## config.mk

```make
export PLATFORM = sky130hd
export DESIGN_NAME = memory_controller
export DESIGN_NICKNAME = d
export VERILOG_FILES = /design/src/rtl/memory_controller.sv
export SDC_FILE = /design/constraint.sdc
export NUM_CORES = 1
export LEC_CHECK = 0
export CAP_MARGIN = 20
export CORE_MARGIN = 1
export CORE_UTILIZATION = 44
export DETAILED_ROUTE_END_ITERATION = 10
export GPL_ROUTABILITY_DRIVEN = 0
export PLACE_DENSITY = 0.78
export SKIP_CTS_REPAIR_TIMING = 1
export SLEW_MARGIN = 0
export SYNTH_ARGS = -nofsm -noshare
export SYNTH_HDL_FRONTEND = slang
export SYNTH_SLANG_ARGS = --single-unit
```

## constraint.sdc

```tcl
create_clock -name clk -period 2.08 [get_ports clk]
set_input_delay 0.624 -clock clk [delete_from_list [all_inputs] [get_ports clk]]
set_output_delay 0.624 -clock clk [all_outputs]
set_load 0.01 [all_outputs]
```

## src/rtl/memory_controller.sv

```systemverilog
`default_nettype none
// ============================================================================
//  Module      : memory_controller
//  Description : Sequences single-word read/write accesses onto a bank of
//                DATA_W one-bit, 16-cell memory slices. Each access runs
//                SETUP -> STROBE (STROBE_CYC cycles) -> HOLD, and a read
//                then waits in RESP until the consumer takes the data.
//  Revision    : 1.0  initial release
// ============================================================================
module memory_controller #(
    parameter int DATA_W     = 8,
    parameter int STROBE_CYC = 2
) (
    input  logic              clk,
    input  logic              rst_n,
    // request channel
    input  logic              req_valid,
    output logic              req_ready,
    input  logic              req_write,
    input  logic [3:0]        req_addr,
    input  logic [DATA_W-1:0] req_wdata,
    // response channel (reads only)
    output logic              rsp_valid,
    input  logic              rsp_ready,
    output logic [DATA_W-1:0] rsp_rdata,
    // slice interface
    output logic              mem_we,
    output logic              mem_re,
    output logic [3:0]        mem_sel,
    output logic [DATA_W-1:0] mem_dout,
    output logic              mem_doe,
    input  logic [DATA_W-1:0] mem_din
);

    // The strobe counter is only 4 bits wide, so widths outside 1..15
    // cannot be represented and must stop the build.
    generate
        if (STROBE_CYC < 1 || STROBE_CYC > 15) begin : g_bad_strobe_cyc
            $error("memory_controller: STROBE_CYC must be within 1..15");
        end
    endgenerate

    localparam logic [3:0] STROBE_INIT = 4'(STROBE_CYC);

    typedef enum logic [2:0] {
        IDLE   = 3'd0,
        SETUP  = 3'd1,
        STROBE = 3'd2,
        HOLD   = 3'd3,
        RESP   = 3'd4
    } state_t;

    state_t     state;
    logic       wr_q;      // direction of the access in flight
    logic [3:0] cnt;       // remaining STROBE cycles, including the current one

    // The address and write data of the accepted request are held directly
    // in the mem_sel / mem_dout output registers, which keeps them stable
    // from SETUP through HOLD without a second copy.

    // Access sequencer: state, strobe counter and all registered outputs.
    always_ff @(posedge clk or negedge rst_n) begin
        if (!rst_n) begin
            state     <= IDLE;
            wr_q      <= 1'b0;
            cnt       <= 4'd0;
            req_ready <= 1'b1;
            rsp_valid <= 1'b0;
            rsp_rdata <= '0;
            mem_we    <= 1'b0;
            mem_re    <= 1'b0;
            mem_sel   <= 4'd0;
            mem_dout  <= '0;
            mem_doe   <= 1'b0;
        end else begin
            case (state)
                IDLE: begin
                    mem_doe  <= 1'b0;
                    mem_dout <= '0;
                    if (req_valid && req_ready) begin
                        wr_q      <= req_write;
                        mem_sel   <= req_addr;
                        mem_doe   <= req_write;
                        mem_dout  <= req_write ? req_wdata : '0;
                        req_ready <= 1'b0;
                        state     <= SETUP;
                    end
                end

                SETUP: begin
                    // Exactly one strobe rises; the direction is mutually exclusive.
                    mem_we <= wr_q;
                    mem_re <= ~wr_q;
                    cnt    <= STROBE_INIT;
                    state  <= STROBE;
                end

                STROBE: begin
                    if (cnt == 4'd1) begin
                        // Edge ending the last strobe cycle: sample the slices
                        // while mem_re is still asserted.
                        mem_we <= 1'b0;
                        mem_re <= 1'b0;
                        cnt    <= 4'd0;
                        if (!wr_q) begin
                            rsp_rdata <= mem_din;
                        end
                        state <= HOLD;
                    end else begin
                        cnt <= cnt - 4'd1;
                    end
                end

                HOLD: begin
                    if (wr_q) begin
                        // Writes complete silently and release the data lines.
                        mem_doe   <= 1'b0;
                        mem_dout  <= '0;
                        req_ready <= 1'b1;
                        state     <= IDLE;
                    end else begin
                        rsp_valid <= 1'b1;
                        state     <= RESP;
                    end
                end

                RESP: begin
                    // rsp_rdata is left untouched so it stays stable while waiting.
                    if (rsp_ready) begin
                        rsp_valid <= 1'b0;
                        req_ready <= 1'b1;
                        state     <= IDLE;
                    end
                end

                default: begin
                    mem_we    <= 1'b0;
                    mem_re    <= 1'b0;
                    mem_doe   <= 1'b0;
                    rsp_valid <= 1'b0;
                    req_ready <= 1'b1;
                    state     <= IDLE;
                end
            endcase
        end
    end

endmodule
`default_nettype wire

```

---- Yosys cells after proc, flatten, opt, wreduce, memory -nomap -nowiden ----
Index checks and enable logic that the tools add are counted.
operators by class
  eq/ne operators ......................... 10
  reductions and logical operators ........ 16
  muxes and demuxes ....................... 24
  add/sub/neg operators ................... 1
  bitwise operators ....................... 5
operators by type and width
  cell                                                                 count
  8-bit 2-to-1 mux                                                     3
  8-bit one-hot mux with 2 select lines                                1
  3-bit one-hot mux with 5 select lines                                1
  3-bit 2-to-1 mux                                                     4
  1-bit one-hot mux with 3 select lines                                4
  2-bit inequality test (second input constant)                        5
  3-bit AND reduction                                                  3
  3-bit OR reduction                                                   3
  1-bit 2-to-1 mux                                                     8
  4-bit one-hot mux with 2 select lines                                1
  2-bit AND reduction                                                  4
  3-bit by 2-bit == test with 1-bit output (second input constant)     2
  1-bit NOT                                                            5
  4-bit by 1-bit == test with 1-bit output (second input constant)     1
  4-bit 2-to-1 mux                                                     1
  1-bit one-hot mux with 4 select lines                                1
  4-bit AND reduction                                                  1
  2-bit nonzero test                                                   2
  4-bit by 1-bit subtractor with 4-bit output (second input constant)  1
  3-bit by 1-bit == test with 1-bit output (second input constant)     1
  3-bit == test (second input constant)                                1
  3-bit zero test                                                      1
  2-bit OR reduction                                                   1
  1-bit logical AND                                                    1
storage, ports and cells
  flip-flop bits (word level) ............. 33
  output and inout bits ................... 25
  logic and storage cells ................. 67

---- Longest topological paths before layout ----
Gate-level depths: netlist of the first run.
  depth after elaboration ................. 4
  mapped depth ............................ 6

---- Worst setup path before layout of the first run ----
OpenSTA, ideal clock, no wires.
  kind .................................... reg2reg
  start point ............................. reg cnt[1]
  end point ............................... reg rsp_rdata[0]
  data arrival time ....................... 1.406 ns
  path slack .............................. 0.549 ns
  path buffers ............................ 0
  setup time .............................. 0.125 ns
  stages on the path, launching flop included .. 7
  cells stage by stage .................... dfrtp_1 inv_1 ha_1 or3b_4 nor2_4 nand2_4 mux2_2
between the ends
  cells in the longest elaborated chain, start to end .. 2
RTL lines
  item                                      line  source
  start: declaration                        55    logic [3:0] cnt;
  start signal: assignment                  110   cnt <= cnt - 4'd1;
  4-bit by 1-bit == test with 1-bit output  99    if (cnt == 4'd1) begin
  3-bit AND reduction (no source line)      -
  end signal: assignment                    106   rsp_rdata <= mem_din;
  end: declaration                          25    output logic [DATA_W-1:0] rsp_rdata,
Every way passes these cells.
A chain may end at the register's enable or synchronous reset.

---- Worst setup path after layout of the first run ----
  start point ............................. reg mem_we
  end point ............................... out mem_we
RTL lines
  item                      line  source
  start: declaration        27    output logic mem_we,
  start signal: assignment  92    mem_we <= wr_q;
No word-level cell between the ends.

==> run summary, run 1 <==
The die covers 3550 sq um. The synthesized flop and latch total is 33. The met2 wire length is 1.53 mm. The worst-margin pin slew came out at 0.647 ns. After Yosys synthesis, XOR and XNOR cells account for 1.20% of the synthesized area.

The commonest cells after synthesis are sky130_fd_sc_hd__dfrtp_1, sky130_fd_sc_hd__mux2_2, sky130_fd_sc_hd__a22o_1, sky130_fd_sc_hd__o21ai_0, sky130_fd_sc_hd__nand2_1. In this run the critical register-to-register path is captured at rsp_rdata[1]$_DFFE_PN0P_. The clock network power share came out at 40.1%. The area growth from synthesis to final layout is 43.6%. The first routing iteration left 34 violations. The cell count of the worst hold path is 1. The count of maximum capacitance violations is 0. The TritonCTS buffer count came out at 5. Data arrives at the worst endpoint at 1.26 ns. The filler cell count in the final layout is 259. In the post-synthesis netlist, the cell with the most instances is sky130_fd_sc_hd__dfrtp_1. The main flop type after synthesis is sky130_fd_sc_hd__dfrtp_1. The chip height came out at 59.6 um.

Summed over its instances, the top area cell type makes up 54.9% of the synthesized netlist area. The critical path's slowest cell is sky130_fd_sc_hd__clkdlybuf4s50_1. The static leakage power came out at 0.931 nW. In this run the cell area of the synthesized design comes to 1460 sq um. The final layout contains routed wiring with a total length of 3.11 mm.

By area, the combinational part of the netlist is dominated by compound AO/OA/AOI/OAI gates. The clock-pin slew on the worst setup and hold paths came out at 0.10 ns. Setup repair after global routing left no endpoint under its margin. The number of placed instances with taps included is 205. The area fraction in and, or, nand and nor cells after synthesis came out at 12.2%. By area the synthesized netlist is led by sky130_fd_sc_hd__dfrtp_1, sky130_fd_sc_hd__mux2_2, sky130_fd_sc_hd__a22o_1. The antenna diode count is 0. Combinational logic burns 7.3% of the power.

The clock insertion delay at the later pin of the skew report came out at 0.33 ns. The worst setup path is launched from a register. After detailed routing, the number of vias per cell comes to 5.09.

Across the VDD grid, the largest voltage drop is 0.000496 V. The fraction of power spent switching nets came out at 19.7%. The run finished with clean final reports. Leaving out filler cells and counting taps, the final layout contains 215. The fraction of layout cells with a size suffix above 1 came out at 18.7%. 50 I/O pins were placed.

Setup violations remaining at the end of the flow were counted as 0. The critical path is of the reg -> out type. The overflow left after global routing came out at 0.

The worst reg-to-reg setup slack is 0.40 ns. Measured against the total synthesized area, the mux share comes to 10.6%. The count of pins over their slew limit is 0. The kind of cell with the highest combined delay along the critical path is buffers and inverters. The worst hold path class is reg -> reg.

The global-route total usage across every layer came out at 20.3%. Dividing the synthesized area by the synthesized cell count gives 12.6 sq um. The number of global-route vias before repair is 1,073. The core box area came out at 3100 sq um.

Clock skew on the completed layout was measured at 0.00805 ns. The starting density of the core came out at 47.0%. The final cycle utilization of the critical path is 90.7%. The number of nets in the layout came out at 197. The largest total area in the synthesized netlist belongs to sky130_fd_sc_hd__dfrtp_1. The compound-cell area share of the yosys netlist came out at 14.7%. Clock tree synthesis selected as its root buffer the cell sky130_fd_sc_hd__clkbuf_4. The final period demand of the worst path is 1.89 ns. The number of cells on the worst reg-to-reg path is 6. The average routed wire per standard cell is 14.5 um.

The number of rows created at floorplan came out at 20. For hold timing, the worst endpoint is mem_dout[7]$_DFFE_PN0P_. The via count is 1,095. The total design power is 1.24 mW. The adder and majority gate portion of the synthesized area is 1.72%.

The relative contribution of sequential cells to total power came out at 52.6%. Traced cell by cell, the critical path runs through clkdlybuf4s50_1. STA classifies the critical path endpoint as an output pin.

The total nets after synthesis is 143. Summed over all nets, the half-perimeter wirelength after detailed placement is 2.22 mm. The largest stage delay on the critical path is 0.55 ns. The total DRC errors in the routed layout is 0. For this design, the sink count on the clock tree is 33.

The number of distinct standard cells referenced by the synthesized netlist came out at 34. The worst-path maximum fanout is 3. The first detailed-routing pass took 4 iterations. The first global-routing pass estimated 5.11 mm of wire. The number of warnings printed during yosys synthesis came out at 0.

The count of endpoints failing hold in the final timing report was 0. The count of nets left with antenna violations once routing finished came out at 0. The net switching power figure is 0.245 mW. The cell depth of the worst setup path came out at 1. Cell internal power was estimated by the tool at 0.997 mW. The source of the worst register-to-register timing path is cnt[1]$_DFFE_PN0P_. The post-synthesis sequential area ratio came out at 56.7%. The horizontal extent of the die is 59.6 um. The maximum clock path buffer count came out at 2. The worst relative slew slack is 56.8%. The detailed-route wire length on metal 1 is 1.32 mm. The count of mapped cells out of synthesis is 116.

The maximum level of the CTS H-tree is 2. The number of enable-type register cells in the synthesized netlist came out at 0. Routed signal wires occupy layers up through met4.

Counting flops with an async set or reset pin after synthesis yields a share of 100%. Entering global routing, the biggest net connects 34 pins. In this run the most critical hold path is launched from mem_dout[7]$_DFFE_PN0P_. The fmax is 530 MHz. The initial antenna violation count is 0. The clock tree from TritonCTS is yes. The required time at the worst-slack endpoint is 1.46 ns. The number of buffers added on ports came out at 49. The power per standard cell area came out at 593 nW/um^2. In the detailed route, the total length drawn on met3 is 209 um. The count of buffering cells on the critical path with inverters included came out at 1.
[placed cells by master, fill, tap and decap left out, types with 4 or more instances in the layout]
master                            count
sky130_fd_sc_hd__clkdlybuf4s50_1     48
sky130_fd_sc_hd__dfrtp_1             32
sky130_fd_sc_hd__mux2_2              12
sky130_fd_sc_hd__o21ai_0              8
sky130_fd_sc_hd__a22o_1               8
sky130_fd_sc_hd__nand2_1              6
sky130_fd_sc_hd__nor2_1               5
sky130_fd_sc_hd__clkbuf_4             5
sky130_fd_sc_hd__inv_1                4
sky130_fd_sc_hd__a21oi_1              4
sky130_fd_sc_hd__buf_4                4
[power groups by stage]
stage               logic, mW  registers (mW)  clock network (mW)
finish                 0.0901           0.653               0.498
global route           0.0981           0.654               0.536
CTS                    0.0922           0.653               0.509
detailed placement     0.0914           0.665                   0
global placement       0.0894           0.665                   0
floorplan             0.00855           0.669                   0
[sequential cells by signal, indices dropped and copies added (netlist names)]
name and flops:
cnt 4, mem_doe 1, mem_dout 8, mem_re 1, mem_sel 4, mem_we 1
req_ready 1, rsp_rdata 8, rsp_valid 1, state 3, wr_q 1
[cell type report]
cell class | instances | area (sq um) | share of cell area, %
clock buffers | 7 | 55.1 | 2.63
repair buffers | 53 | 523 | 25.0
well taps | 44 | 55.1 | 2.63
flip-flops and latches | 33 | 827 | 39.5
clock inverters | 1 | 30.0 | 1.43
inverters | 4 | 15.0 | 0.717
multi-input cells | 73 | 589 | 28.1
[routing by layer]
metal / global-route usage, % / vias to the layer above
met5: 0 / -
met2: 31.5 / 37
met4: 7.64 / 0
met3: 8.73 / 7
li1: - / 525
met1: 25.0 / 526
[logic make-up (layout without fill, tap and decap cells)]
kind of cell	count (synthesis)	after routing
adder cells (fa/ha/maj)	2	2
flip-flops	33	33
AO/OA/AOI/OAI	30	30
XOR/XNOR	2	2
AND/OR/NAND/NOR	25	25
buffers and inverters	10	65
multiplexers	14	14
[metrics by stage]
stage / util (%) / hold WS (ns) / setup TNS, ns / setup WS [ns] / instance area (sq um)
floorplan: - / 0.328 / 0 / 0.549 / 1460
global placement: 64.2 / 0.487 / 0 / 0.108 / 1990
detailed placement: 64.2 / 0.495 / 0 / 0.0307 / 1990
CTS: 66.9 / 0.518 / -0.0379 / -0.0379 / 2080
global route: 67.5 / 0.535 / 0 / 0.124 / 2090
finish: 67.5 / 0.514 / 0 / 0.192 / 2090
[worst max path at each step]
stage	start	endpoint	slack (ns)
after floorplan	cnt[1]$_DFFE_PN0P_	rsp_rdata[0]$_DFFE_PN0P_	0.55
after global placement	req_valid	mem_sel[2]$_DFFE_PN0P_	0.11
after detailed placement	req_valid	mem_sel[0]$_DFFE_PN0P_	0.03
after CTS	req_ready$_DFFE_PN1P_	req_ready	-0.04
after global routing	mem_dout[5]$_DFFE_PN0P_	mem_dout[5]	0.12
final	mem_we$_DFFE_PN0P_	mem_we	0.19
No activity file was read; power rests on OpenSTA's default activity.
==> run 2: changes to the inputs <==
Settings changed: CORE_UTILIZATION 44 to 40, PLACE_DENSITY 0.78 to 0.72.
Clock period 2.08 ns to 1.84 ns, I/O delays scaled along.
==> run 2 against run 1 <==
Clock skew rose by 0.0073 ns. Critical path type unchanged. Critical endpoint is now mem_dout[0]. Final cell count rose by 1.9%. Cell area rose by 1.5%.
==> run summary, run 2 (synthesis gave the netlist of run 1 again) <==
The static leakage power came out at 1.15 nW (was 0.931 nW). The core box area is 3420 sq um (was 3100 sq um). The relative contribution of sequential cells to total power is 59.8% (was 52.6%). The DRC marker count from the first detailed-route iteration came out at 10 (was 34). The number of buffers added on ports came out at 49 (unchanged). The average routed wire per standard cell came out at 14.7 um (was 14.5 um). The fraction of layout cells with a size suffix above 1 came out at 19.7% (was 18.7%). The clock tree from TritonCTS is yes (unchanged). The maximum VDD drop was 0.000450 V (was 0.000496 V). The worst hold path class is reg -> reg (unchanged). The maximum clock path buffer count was 2 (unchanged). The power per standard cell area came to 581 nW/um^2 (was 593 nW/um^2). The endpoint type of the worst setup path was an output pin (unchanged). The overall die area came out at 3890 sq um (was 3550 sq um). The number of top-level pins came to 50 (unchanged). The maximum level of the CTS H-tree is 2 (unchanged). The initial antenna violation count was 0 (unchanged).

The first-pass GRT wire length is 5.22 mm (was 5.11 mm). The largest stage delay on the critical path came to 0.54 ns (was 0.55 ns). The global-route total usage across every layer came to 17.4% (was 20.3%). The detailed-route wire length on metal 1 is 1.39 mm (was 1.32 mm). The net switching power figure came out at 0.285 mW (was 0.245 mW). The number of nets in the layout is 199 (was 197). The filler cell count in the final layout came to 291 (was 259). The worst relative slew slack is 63.4% (was 56.8%).

The horizontal extent of the die is 62.4 um (was 59.6 um). List of cells traversed by the critical path: clkdlybuf4s50_1 (unchanged). The finished layout cell area came out at 2130 sq um (was 2090 sq um). The total DRC errors in the routed layout is 0 (unchanged). The number of rows created at floorplan came out at 21 (was 20). The final period demand of the worst path came out at 1.80 ns.

The family of cells with the greatest summed delay on the critical path is buffers and inverters (unchanged). The clock network power share came out at 31.7% (was 40.1%). The final cycle utilization of the critical path came out at 98.0%.

The setup TNS after final layout is 0 ns (unchanged). The class of the most critical setup path is reg -> out (unchanged). The combinational cell fraction of total power is 8.5% (was 7.3%).

The number of global-route vias before repair came to 1,163 (was 1,073). The logic depth of the worst register-to-register path is 6 (unchanged). Most frequent cells in the layout: sky130_fd_sc_hd__clkdlybuf4s50_1, sky130_fd_sc_hd__dfrtp_1, sky130_fd_sc_hd__dlymetal6s2s_1 (was sky130_fd_sc_hd__clkdlybuf4s50_1, sky130_fd_sc_hd__dfrtp_1, sky130_fd_sc_hd__mux2_2).

The number of search-and-repair iterations in the first detailed-routing pass is 4 (unchanged). The clock root buffer master is sky130_fd_sc_hd__clkbuf_4 (unchanged). The count of pins over their slew limit is 0 (unchanged). The overflow left after global routing is 0 (unchanged).

The TritonCTS buffer count is 5 (unchanged). The count of buffering cells on the critical path with inverters included is 1 (unchanged). The cell depth of the worst setup path is 1 (unchanged). The pin count of the biggest net entering global routing is 34 (unchanged). The total internal power is 0.950 mW (was 0.997 mW).

Registers with the most flip-flops: mem_dout: 8 flops, rsp_rdata: 8 flops (unchanged). The worst-path maximum fanout is 2 (was 3). The final setup violation count was 0 (unchanged). The cell count of the worst hold path came out at 1 (unchanged). The starting density of the core came to 42.7% (was 47.0%). The met3 wire length is 191 um (was 209 um).

The met2 wire length came out at 1.60 mm (was 1.53 mm). The worst-margin pin slew is 0.549 ns (was 0.647 ns). The detailed-route vias per instance is 5.12 (was 5.09).

The total detailed-routing wirelength came out at 3.21 mm (was 3.11 mm). The detailed placer's ending HPWL is 2.30 mm (was 2.22 mm). The via count came out at 1,122 (was 1,095). The required time at the worst-slack endpoint is 1.29 ns (was 1.46 ns). The maximum clock skew at final layout is 0.0153 ns (was 0.00805 ns).

The post-detailed-placement cell area came out at 2030 sq um (was 1990 sq um). The critical path's slowest cell is sky130_fd_sc_hd__clkdlybuf4s50_1 (unchanged). The count of endpoints failing hold in the final timing report is 0 (unchanged).

The area growth from synthesis to final layout is 45.7% (was 43.6%). The number of antenna-violating nets in the routed design came to 0 (unchanged). The worst path arrival time came out at 1.25 ns (was 1.26 ns).

The commonest non-fill, non-tap cell in the layout is sky130_fd_sc_hd__clkdlybuf4s50_1 (unchanged). Status: completed (unchanged). For this run, the top clock speed supported by timing is 554 MHz.

The chip height came out at 62.4 um (was 59.6 um). The top metal layer carrying routed signals is met4 (unchanged). The antenna diode count is 0 (unchanged). The count of maximum capacitance violations is 0 (unchanged).

The kind of launch point of the worst setup path was a register (unchanged). Unrepaired setup endpoints after global routing: false (unchanged). The clock-pin slew on the worst setup and hold paths is 0.11 ns (was 0.10 ns). The fraction of power spent switching nets came out at 23.1% (was 19.7%).

The total number of clock tree sinks came out at 33 (unchanged). The clock insertion delay at the later pin of the skew report came to 0.34 ns (was 0.33 ns).
-- run 2: cell types whose count changed in the layout (fill, tap and decap cells not counted), sizes merged --
cell	change
clkdlybuf4s50	-14
dlymetal6s2s	+14
bufinv	-1
clkbuf	-1
clkinv	+2
buf	+2
-- run 2: final timing paths --
path	slack [ns]	to	start
min in group asynchronous	0.57	cnt[2]$_DFFE_PN0P_	rst_n
max reg2reg	0.19	rsp_rdata[6]$_DFFE_PN0P_	cnt[1]$_DFFE_PN0P_
min reg2reg	0.51	mem_dout[5]$_DFFE_PN0P_	mem_dout[5]$_DFFE_PN0P_
max	0.04	mem_dout[0]	mem_dout[0]$_DFFE_PN0P_
min	0.51	mem_dout[5]$_DFFE_PN0P_	mem_dout[5]$_DFFE_PN0P_
max in group asynchronous	1.02	req_ready$_DFFE_PN1P_	rst_n
-- run 2: final cells by class --
cell class | instances | area, sq um | share of cell area, %
Inverter | 4 | 15.0 | 0.706
Sequential cell | 33 | 827 | 38.9
Multi-Input combinational cell | 73 | 589 | 27.7
Clock buffer | 6 | 41.3 | 1.94
Tap cell | 46 | 57.6 | 2.71
Timing Repair Buffer | 55 | 586 | 27.5
Clock inverter | 2 | 10.0 | 0.471
-- run 2: metal layers --
layer / GRT usage (%) / vias to the layer above
li1: - / 531
met3: 5.84 / 4
met2: 28.3 / 37
met4: 7.85 / 0
met1: 21.0 / 550
met5: 0 / -
-- run 2: through the flow --
step	utilization, %	total power [mW]	hold WS (ns)	std cells	setup WS [ns]
floorplan	-	0.766	0.256	116	0.309
global placement	59.4	0.857	0.488	210	-0.0420
detailed placement	59.4	0.860	0.495	210	-0.117
CTS	60.9	1.25	0.518	218	-0.125
global route	62.2	1.29	0.537	219	0.000392
finish	62.2	1.23	0.513	219	0.0365
-- run 2: power groups by stage --
stage	Combinational, mW	Clock, mW	Sequential (mW)
floorplan	0.00966	0	0.757
global placement	0.105	0	0.752
detailed placement	0.108	0	0.752
CTS	0.108	0.400	0.738
global route	0.113	0.437	0.739
finish	0.105	0.392	0.738
==> run 3: changes to the inputs <==
Settings changed: CORE_MARGIN 1 to 2.
==> run 3 against run 2 <==
Worst setup slack better by 0.026 ns. First-iteration DRC count is 80% higher. Clock power is 45% higher. Worst hold slack worse by 0.033 ns. Clock skew is 0.011 ns lower. Critical endpoint is now mem_we.
==> run summary, run 3 (synthesis gave the netlist of run 1 again) <==
Status: completed (unchanged). The fmax came to 563 MHz (was 554 MHz). The number of antenna-violating nets in the routed design is 0 (unchanged). The clock insertion delay at the later pin of the skew report is 0.34 ns (about the same). The DRC marker count from the first detailed-route iteration came out at 18 (was 10). Unrepaired setup endpoints after global routing: false (unchanged). The pin count of the biggest net entering global routing is 17 (was 34). List of cells traversed by the critical path: clkdlybuf4s50_1 (unchanged). The number of global-route vias before repair is 1,174 (was 1,163). The final period demand of the worst path came to 1.78 ns (was 1.80 ns). The chip height was 64.4 um (was 62.4 um). The worst-margin pin slew came out at 0.578 ns (was 0.549 ns).

The power per standard cell area was 647 nW/um^2 (was 581 nW/um^2). The total detailed-routing wirelength is 3.12 mm (was 3.21 mm). The number of buffers added on ports came out at 49 (unchanged). The maximum clock path buffer count came out at 2 (unchanged).

The total design power is 1.41 mW (was 1.23 mW). The horizontal extent of the die came out at 64.4 um (was 62.4 um). The initial antenna violation count is 0 (unchanged).

The number of top-level pins is 50 (unchanged). The clock tree from TritonCTS is yes (unchanged). The core box area is 3420 sq um (unchanged). The count of endpoints failing hold in the final timing report came to 0 (unchanged). The count of maximum capacitance violations is 0 (unchanged). The total DRC errors in the routed layout was 0 (unchanged).

The first-pass GRT wire length came out at 5.33 mm (was 5.22 mm). The overall die area came to 4150 sq um (was 3890 sq um). The commonest non-fill, non-tap cell in the layout was sky130_fd_sc_hd__dfrtp_1 (was sky130_fd_sc_hd__clkdlybuf4s50_1).

The total number of clock tree sinks is 33 (unchanged). The static leakage power came out at 1.28 nW (was 1.15 nW). The maximum VDD drop came to 0.000381 V (was 0.000450 V). The overflow left after global routing is 0 (unchanged). The kind of launch point of the worst setup path is a register (unchanged).

The number of search-and-repair iterations in the first detailed-routing pass is 4 (unchanged). The detailed placer's ending HPWL came to 2.39 mm (was 2.30 mm). The area growth from synthesis to final layout came out at 49.6% (was 45.7%). The average routed wire per standard cell came out at 14.1 um (was 14.7 um). The antenna diode count came out at 0 (unchanged). The worst-path maximum fanout is 2 (unchanged). The finished layout cell area was 2180 sq um (was 2130 sq um). The number of nets in the layout came out at 201 (was 199). The global-route total usage across every layer is 17.0% (was 17.4%). The fraction of layout cells with a size suffix above 1 is 20.6% (was 19.7%).

The class of the most critical setup path is reg -> out (unchanged). Most frequent cells in the layout: sky130_fd_sc_hd__dfrtp_1, sky130_fd_sc_hd__clkdlybuf4s50_1, sky130_fd_sc_hd__dlymetal6s2s_1 (was sky130_fd_sc_hd__clkdlybuf4s50_1, sky130_fd_sc_hd__dfrtp_1, sky130_fd_sc_hd__dlymetal6s2s_1). The maximum level of the CTS H-tree is 2 (unchanged). The endpoint type of the worst setup path is an output pin (unchanged). The detailed-route vias per instance is 5.12 (about the same). The setup TNS after final layout is 0 ns (unchanged). The critical path's slowest cell was sky130_fd_sc_hd__clkdlybuf4s50_1 (unchanged). The worst path arrival time is 1.23 ns (was 1.25 ns).

The largest stage delay on the critical path is 0.54 ns (about the same). The post-detailed-placement cell area is 2030 sq um (about the same). The clock root buffer master was sky130_fd_sc_hd__clkbuf_4 (unchanged).

The via count came to 1,132 (was 1,122). The count of pins over their slew limit was 0 (unchanged). The maximum clock skew at final layout came out at 0.00430 ns (was 0.0153 ns).

The post-layout worst setup margin came out at 0.0622 ns (was 0.0365 ns). The final cycle utilization of the critical path is 96.6% (was 98.0%). Registers with the most flip-flops: mem_dout: 8 flops, rsp_rdata: 8 flops (unchanged). The clock-pin slew on the worst setup and hold paths is 0.10 ns (was 0.11 ns). The worst relative slew slack is 61.5% (was 63.4%). The number of rows created at floorplan is 21 (unchanged). The utilization after layout is 63.9% (was 62.2%). The worst hold path class was in -> async (was reg -> reg). The final setup violation count came out at 0 (unchanged). The post-placement setup slack came out at -0.0780 ns (was -0.117 ns). The TritonCTS buffer count is 5 (unchanged).

The starting density of the core is 42.7% (unchanged). The count of buffering cells on the critical path with inverters included is 1 (unchanged). The required time at the worst-slack endpoint was 1.29 ns (about the same). The family of cells with the greatest summed delay on the critical path is buffers and inverters (unchanged).
[run 3: path summary, 6_finish.rpt]
| path | cells after the start | to | start | slack, ns |
|---|---|---|---|---|
| min in group clk | 1 | rsp_rdata[1]$_DFFE_PN0P_ | rsp_rdata[1]$_DFFE_PN0P_ | 0.51 |
| min reg2reg | 1 | rsp_rdata[1]$_DFFE_PN0P_ | rsp_rdata[1]$_DFFE_PN0P_ | 0.51 |
| max | 1 | mem_we | mem_we$_DFFE_PN0P_ | 0.06 |
| max reg2reg | 6 | rsp_rdata[4]$_DFFE_PN0P_ | cnt[1]$_DFFE_PN0P_ | 0.19 |
| max in group asynchronous | 2 | req_ready$_DFFE_PN1P_ | rst_n | 0.86 |
| min | 1 | cnt[3]$_DFFE_PN0P_ | rst_n | 0.48 |
[run 3: area by class of cell]
class	instances	area, sq um
multi-input combinational	73	589
inverter	4	15.0
timing repair buffer	57	608
clock inverter	1	30.0
fill	274	1230
clock buffer	7	55.1
sequential	33	827
tap	46	57.6
[run 3: metrics by stage]
| stage | hold WS [ns] | cells |
|---|---|---|
| CTS | 0.483 | 220 |
| global placement | 0.488 | 212 |
| finish | 0.481 | 221 |
| detailed placement | 0.498 | 212 |
| global route | 0.490 | 221 |
| floorplan | 0.256 | 116 |
[run 3: power breakdown]
part	internal, mW	switching [mW]	total [mW]
logic	0.0693	0.0339	0.103
clock network	0.324	0.246	0.570
registers	0.734	0.00427	0.738
[run 3: metal layers]
metal	vias to the layer above	GRT usage (%)	routed length (um)	part of all wire, %
met3	9	6.87	185	5.9
met5	-	0	0	0
li1	537	-	-	-
met4	0	7.45	59	1.9
met2	35	27.5	1580	51
met1	551	20.0	1300	42
